<file path="config.mk">
export PLATFORM = sky130hd
export DESIGN_NAME = apb_slave_mem
export DESIGN_NICKNAME = d
export VERILOG_FILES = /design/src/rtl/apb_pkg.sv /design/src/rtl/apb_regfile.sv /design/src/rtl/apb_slave_mem.sv
export SDC_FILE = /design/constraint.sdc
export NUM_CORES = 2
export LEC_CHECK = 0
export CORE_ASPECT_RATIO = 1.2
export CORE_MARGIN = 3
export CORE_UTILIZATION = 57
export CTS_CLUSTER_DIAMETER = 150
export CTS_CLUSTER_SIZE = 12
export DETAILED_ROUTE_END_ITERATION = 10
export PLACE_DENSITY = 0.76
export SETUP_SLACK_MARGIN = 0.15
export SLEW_MARGIN = 40
export SYNTH_ARGS = -nofsm -noshare
export SYNTH_HDL_FRONTEND = slang
export SYNTH_HIERARCHICAL = 1
export SYNTH_SLANG_ARGS = --single-unit
</file>
<file path="constraint.sdc">
create_clock -name pclk -period 76.5 [get_ports pclk]
set_clock_uncertainty 0.1 [all_clocks]
set_input_delay 15.3 -clock pclk [delete_from_list [all_inputs] [get_ports pclk]]
set_output_delay 15.3 -clock pclk [all_outputs]
set_load 0.005 [all_outputs]
</file>
<file path="src/rtl/apb_pkg.sv">
// Shared types and width helpers for the APB completer memory.
package apb_pkg;

  typedef enum logic {
    IDLE,
    ACCESS
  } apb_state_e;

  // Wait-state counter width; holds 0..15.
  localparam int unsigned CNT_W = 4;

  // Number of byte lanes on a DATA_W-bit bus.
  function automatic int unsigned strb_w(input int unsigned data_w);
    return data_w / 8;
  endfunction

  // Number of byte-offset address bits below the word index.
  function automatic int unsigned lsb_w(input int unsigned data_w);
    return $clog2(data_w / 8);
  endfunction

  // Word-index width, at least one bit so a single-word memory still has a port.
  function automatic int unsigned idx_w(input int unsigned depth);
    return (depth > 1) ? $clog2(depth) : 1;
  endfunction

endpackage

</file>
<file path="src/rtl/apb_regfile.sv">
// DEPTH x DATA_W storage with byte-enabled write, asynchronous read, async clear.
module apb_regfile
  import apb_pkg::*;
#(
  parameter int unsigned DATA_W = 32,
  parameter int unsigned DEPTH  = 64
) (
  input  logic                        clk_i,
  input  logic                        rst_i,
  input  logic                        we_i,
  input  logic [idx_w(DEPTH)-1:0]     widx_i,
  input  logic [DATA_W-1:0]           wdata_i,
  input  logic [strb_w(DATA_W)-1:0]   wstrb_i,
  input  logic [idx_w(DEPTH)-1:0]     ridx_i,
  output logic [DATA_W-1:0]           rdata_o
);

  localparam int unsigned STRB_W = strb_w(DATA_W);
  localparam int unsigned IDX_W  = idx_w(DEPTH);

  logic [DATA_W-1:0] mem_q [DEPTH];

  // Clear every word on reset; otherwise update only the strobed byte lanes.
  always_ff @(posedge clk_i or posedge rst_i) begin
    if (rst_i) begin
      for (int unsigned i = 0; i < DEPTH; i++) begin
        mem_q[IDX_W'(i)] <= '0;
      end
    end else if (we_i) begin
      for (int unsigned b = 0; b < STRB_W; b++) begin
        if (wstrb_i[b]) begin
          mem_q[widx_i][8*b +: 8] <= wdata_i[8*b +: 8];
        end
      end
    end
  end

  // Read port is combinational; the caller only uses it for in-range indices.
  assign rdata_o = mem_q[ridx_i];

endmodule

</file>
<file path="src/rtl/apb_slave_mem.sv">
// APB4 completer in front of a byte-addressable register memory, with
// configurable wait states and pslverr on misaligned or out-of-range accesses.
module apb_slave_mem
  import apb_pkg::*;
#(
  parameter int unsigned DATA_W      = 32,
  parameter int unsigned ADDR_W      = 8,
  parameter int unsigned DEPTH       = 64,
  parameter int unsigned WAIT_STATES = 0
) (
  input  logic                      pclk,
  input  logic                      preset,
  input  logic                      psel,
  input  logic                      penable,
  input  logic                      pwrite,
  input  logic [ADDR_W-1:0]         paddr,
  input  logic [DATA_W-1:0]         pwdata,
  input  logic [strb_w(DATA_W)-1:0] pstrb,
  output logic [DATA_W-1:0]         prdata,
  output logic                      pready,
  output logic                      pslverr
);

  localparam int unsigned STRB_W = strb_w(DATA_W);
  localparam int unsigned LSB    = lsb_w(DATA_W);
  localparam int unsigned IDX_W  = idx_w(DEPTH);

  localparam logic [ADDR_W-1:0] ALIGN_MASK = ADDR_W'((1 << LSB) - 1);
  localparam logic [ADDR_W:0]   DEPTH_L    = (ADDR_W + 1)'(DEPTH);
  localparam logic [CNT_W-1:0]  WAIT_L     = CNT_W'(WAIT_STATES);

  apb_state_e state_q, state_d;
  logic [CNT_W-1:0]  cnt_q,   cnt_d;
  logic              wr_q,    wr_d;
  logic [IDX_W-1:0]  idx_q,   idx_d;
  logic [DATA_W-1:0] wdata_q, wdata_d;
  logic [STRB_W-1:0] strb_q,  strb_d;
  logic              err_q,   err_d;
  logic [DATA_W-1:0] rd_q,    rd_d;

  logic [ADDR_W-1:0] word_c;
  logic [IDX_W-1:0]  idx_c;
  logic              err_c;
  logic              mem_we_c;
  logic [DATA_W-1:0] mem_rdata_c;
  logic              done_c;

  // Address decode of the setup-phase request.
  always_comb begin
    word_c = paddr >> LSB;
    idx_c  = IDX_W'(word_c);
    err_c  = ((paddr & ALIGN_MASK) != '0) || ({1'b0, word_c} >= DEPTH_L);
  end

  apb_regfile #(
    .DATA_W (DATA_W),
    .DEPTH  (DEPTH)
  ) u_regfile (
    .clk_i   (pclk),
    .rst_i   (preset),
    .we_i    (mem_we_c),
    .widx_i  (idx_q),
    .wdata_i (wdata_q),
    .wstrb_i (strb_q),
    .ridx_i  (idx_c),
    .rdata_o (mem_rdata_c)
  );

  // State register and latched request fields.
  always_ff @(posedge pclk or posedge preset) begin
    if (preset) begin
      state_q <= IDLE;
      cnt_q   <= '0;
      wr_q    <= 1'b0;
      idx_q   <= '0;
      wdata_q <= '0;
      strb_q  <= '0;
      err_q   <= 1'b0;
      rd_q    <= '0;
    end else begin
      state_q <= state_d;
      cnt_q   <= cnt_d;
      wr_q    <= wr_d;
      idx_q   <= idx_d;
      wdata_q <= wdata_d;
      strb_q  <= strb_d;
      err_q   <= err_d;
      rd_q    <= rd_d;
    end
  end

  // Next-state: latch on setup, count down wait states, commit on completion.
  always_comb begin
    state_d  = state_q;
    cnt_d    = cnt_q;
    wr_d     = wr_q;
    idx_d    = idx_q;
    wdata_d  = wdata_q;
    strb_d   = strb_q;
    err_d    = err_q;
    rd_d     = rd_q;
    mem_we_c = 1'b0;
    unique case (state_q)
      IDLE: begin
        if (psel && !penable) begin
          wr_d    = pwrite;
          idx_d   = idx_c;
          wdata_d = pwdata;
          strb_d  = pstrb;
          err_d   = err_c;
          rd_d    = err_c ? '0 : mem_rdata_c;
          cnt_d   = WAIT_L;
          state_d = ACCESS;
        end
      end
      ACCESS: begin
        if (!psel) begin
          state_d = IDLE;
        end else if (cnt_q != '0) begin
          cnt_d = cnt_q - CNT_W'(1);
        end else if (penable) begin
          mem_we_c = wr_q && !err_q;
          state_d  = IDLE;
        end
      end
      default: state_d = IDLE;
    endcase
  end

  // Outputs decoded purely from registered state.
  always_comb begin
    done_c  = (state_q == ACCESS) && (cnt_q == '0);
    pready  = done_c;
    pslverr = done_c && err_q;
    prdata  = (done_c && !wr_q && !err_q) ? rd_q : '0;
  end

endmodule

</file>
==> flow_summary.ini <==
[setup_path]
ff2ff_path_depth = 8
cp_cell_sequence = clkdlybuf4s50_1, inv_12, buf_6, buf_12, buf_12, buf_16, buf_6, buf_6
critPathMaxFanout = 132
cp.arrival_ns = 20.07
rr_startpoint = cnt_q[0]
cp-start-kind = primary input
path_common_cell = buf_6
cp.required_ns = 77.26
slowest_delay_ns = 0.67
criticalPathCategory = in -> async
reg2reg_to = u_regfile/mem_q[1549]
regToRegSetupSlack_ns = 72.95
endpoint_kind = async pin
cpMaxStageDelayCell = buf_6

[global_routing]
grt_overflow = 0
antenna_found_initial = 13
grt_first_pass_wirelength_um = 390000
gr-usage-all-layers_pct = 30.0
grt_max_degree = 133
grt_pass1_vias = 58996

[timing]
period_share_pct = 25.2
max_slew_margin_pct = 34.6
hold_viol = 0
slew_viol_final = 0
setup_viol = 0
rsz0062_at_grt = no
tns_ns = 0
fmax_ghz = 0.0518
tightest_slew_ns = 0.979
setup_slack_ns = 57.19
finalCriticalPeriod_ns = 19.31

[cells_and_area]
final_util_pct = 62.6
syn_to_final_growth_pct = 8.63
drive_above_1_share_pct = 50.8
fin_cells = 8454
layout.nets = 6237

[worst_hold_path]
hp-start = u_regfile/mem_q[1377]
hold_path_end = u_regfile/mem_q[1377]
hold_class = reg -> reg
hold_path_depth = 1

[logic_synthesis]
synth-compound-area-share_pct = 1.80
ys_types = 57
async_reset_ff_share_pct = 100
synth_cells = 6280
ys_seq_area_share_pct = 55.2
synth.top_cells.by_area = dfrtp_1, mux2_2, mux4_2
synthSimpleGateAreaFrac_pct = 3.06
yosys.area.top_type = dfrtp_1
synth_top_cell_area_share_pct = 55.2
synth.avg_cell_area_um2 = 15.4
synth_edf_count = 0
synthMuxAreaShare_pct = 37.8
synth_ff_type = dfrtp_1
synth_top_family_by_area = multiplexers
syn_nets = 6330
ys.warnings.count = 6
synth-xor-area-share_pct = 0
syn_area_mm2 = 0.0965
synthAdderAreaFrac_pct = 0.0130
synth-seq-cells = 2129

[placed_design]
io_buffers = 82
gp_congestion = 0.850
dpl.cell_count = 8229
place_hpwl_um = 161000
place_ws_ns = 56.05

[die]
start_util_pct = 57.7
die_w_um = 382
die_height_um = 457
core-area_mm2 = 0.167
row_count = 164
io_pins = 83
design.die.area_mm2 = 0.174

[clocking]
cts_buffer_depth = 3
clkSinkCount = 2129
clkTransAtPathRegs_ns = 0.06
cts_resized = 0
cts_tree = yes
numCtsBuffers = 195
insertion_delay_ns = 0.83
cts_setup_buffers = 0
root_buffer = clkbuf_16
postCtsHoldBufs = 0
cts_htree_levels = 4

[status]
status = complete, no violations

[routing]
drt_pass1_iterations = 8
vias = 56013
post_drt_wl_per_cell_um = 30.5
drt-total-wl_um = 258000
antenna_left = 0
detail_route.vias_per_cell = 6.63
drc = 0
drt_iter0_markers = 4763

[pwr]
leakagePower_uw = 0.0500
max-vdd-ir-drop_mv = 0.0253
powerDensity_mw_per_mm2 = 20.8

[run]
drv_cap = 0
## worst max-delay path by stage
stage | from | endpoint | slack [ns] | cells past startpoint
final | preset | u_regfile/mem_q[393] | 57.19 | 8
after detailed placement | preset | u_regfile/mem_q[15] | 56.05 | 8
after global placement | preset | u_regfile/mem_q[397] | 55.18 | 7
after global routing | preset | u_regfile/mem_q[108] | 56.65 | 8
after floorplan | preset | u_regfile/mem_q[0] | 3.25 | 1
after CTS | preset | u_regfile/mem_q[265] | 56.94 | 8
## state kept, by name, summed over array words and instances (netlist names)
register / count
cnt_q: 4
err_q: 1
idx_q: 6
rd_q: 32
state_q: 1
strb_q: 4
u_regfile/mem_q: 2048
wdata_q: 32
wr_q: 1
## metrics by stage
stage	area (um2)	hold slack (ns)	total power, uW
after global routing	105000	0.404	2260
after floorplan	96500	0.344	1280
final	105000	0.399	2180
after detailed placement	99600	0.387	1350
after global placement	98900	0.381	1340
after CTS	105000	0.400	2200
## Yosys cell counts (8+ instances only)
cell type and instances:
buf_2 63, and2_1 43, mux4_2 519, o211ai_1 22
nand3_1 28, a21oi_1 46, dfrtp_1 2129, a22o_1 33
nor2_2 24, buf_6 13, nor2_1 234, mux2_2 2082
nand2_1 297, o22ai_1 27, a22oi_1 44, buf_4 30
clkbuf_1 294, buf_1 62, inv_1 8, mux2i_1 136
o21ai_0 47, nor3_1 10
## worst max-delay path, delay by kind of cell
kind | cells | cell delay (ns)
buf+inv | 8 | 4.36
## cells by family after synthesis
family / after synthesis
AND/OR/NAND/NOR: 682
multiplexers: 2737
AO/OA/AOI/OAI: 259
buffers and inverters: 472
adder cells (fa/ha/maj): 1
flip-flops: 2129
## power by group
group / total, uW / internal, uW / switching, uW
registers: 1190 / 1140 / 57.0
logic: 135 / 36.2 / 99.1
clock network: 857 / 459 / 398
## cell usage in the layout (no fill, tap or decap), types with 7 or more instances in the layout
cell type | netlist | final
dfrtp_1 | 2129 | 2097
mux2_2 | 2082 | 2082
mux4_2 | 519 | 519
nand2_1 | 297 | 271
clkbuf_16 | 0 | 200
nor2_2 | 24 | 162
mux2i_1 | 136 | 136
nor2_1 | 234 | 91
clkdlybuf4s50_1 | 0 | 77
buf_4 | 30 | 56
o21ai_0 | 47 | 47
a21oi_1 | 46 | 46
a22oi_1 | 44 | 44
and2_1 | 43 | 40
a22o_1 | 33 | 33
nand3_1 | 28 | 28
o22ai_1 | 27 | 27
dfrtp_4 | 0 | 23
nand2_2 | 0 | 22
o211ai_1 | 22 | 22
buf_6 | 13 | 19
clkbuf_1 | 294 | 11
nor3_1 | 10 | 9
dfrtp_2 | 0 | 9
diode_2 | 0 | 7
## area by class of cell
class	count	area (um2)
repair buffers	172	1800
fillers	12162	62600
well taps	2241	2800
diodes	7	17.5
flip-flops and latches	2129	53400
inverters	10	60.1
multi-input cells	3679	41700
clock inverters	5	51.3
clock buffers	211	5050
## metal layers
layer	share of wire (%)	track usage, %	vias to the layer above
li1	-	-	22838
met1	39	39.3	30538
met2	48	47.6	2059
met3	7.8	7.11	569
met4	5.0	14.3	9
met5	0.045	0.166	-
Note: power is estimated with default switching activity, not from simulation.
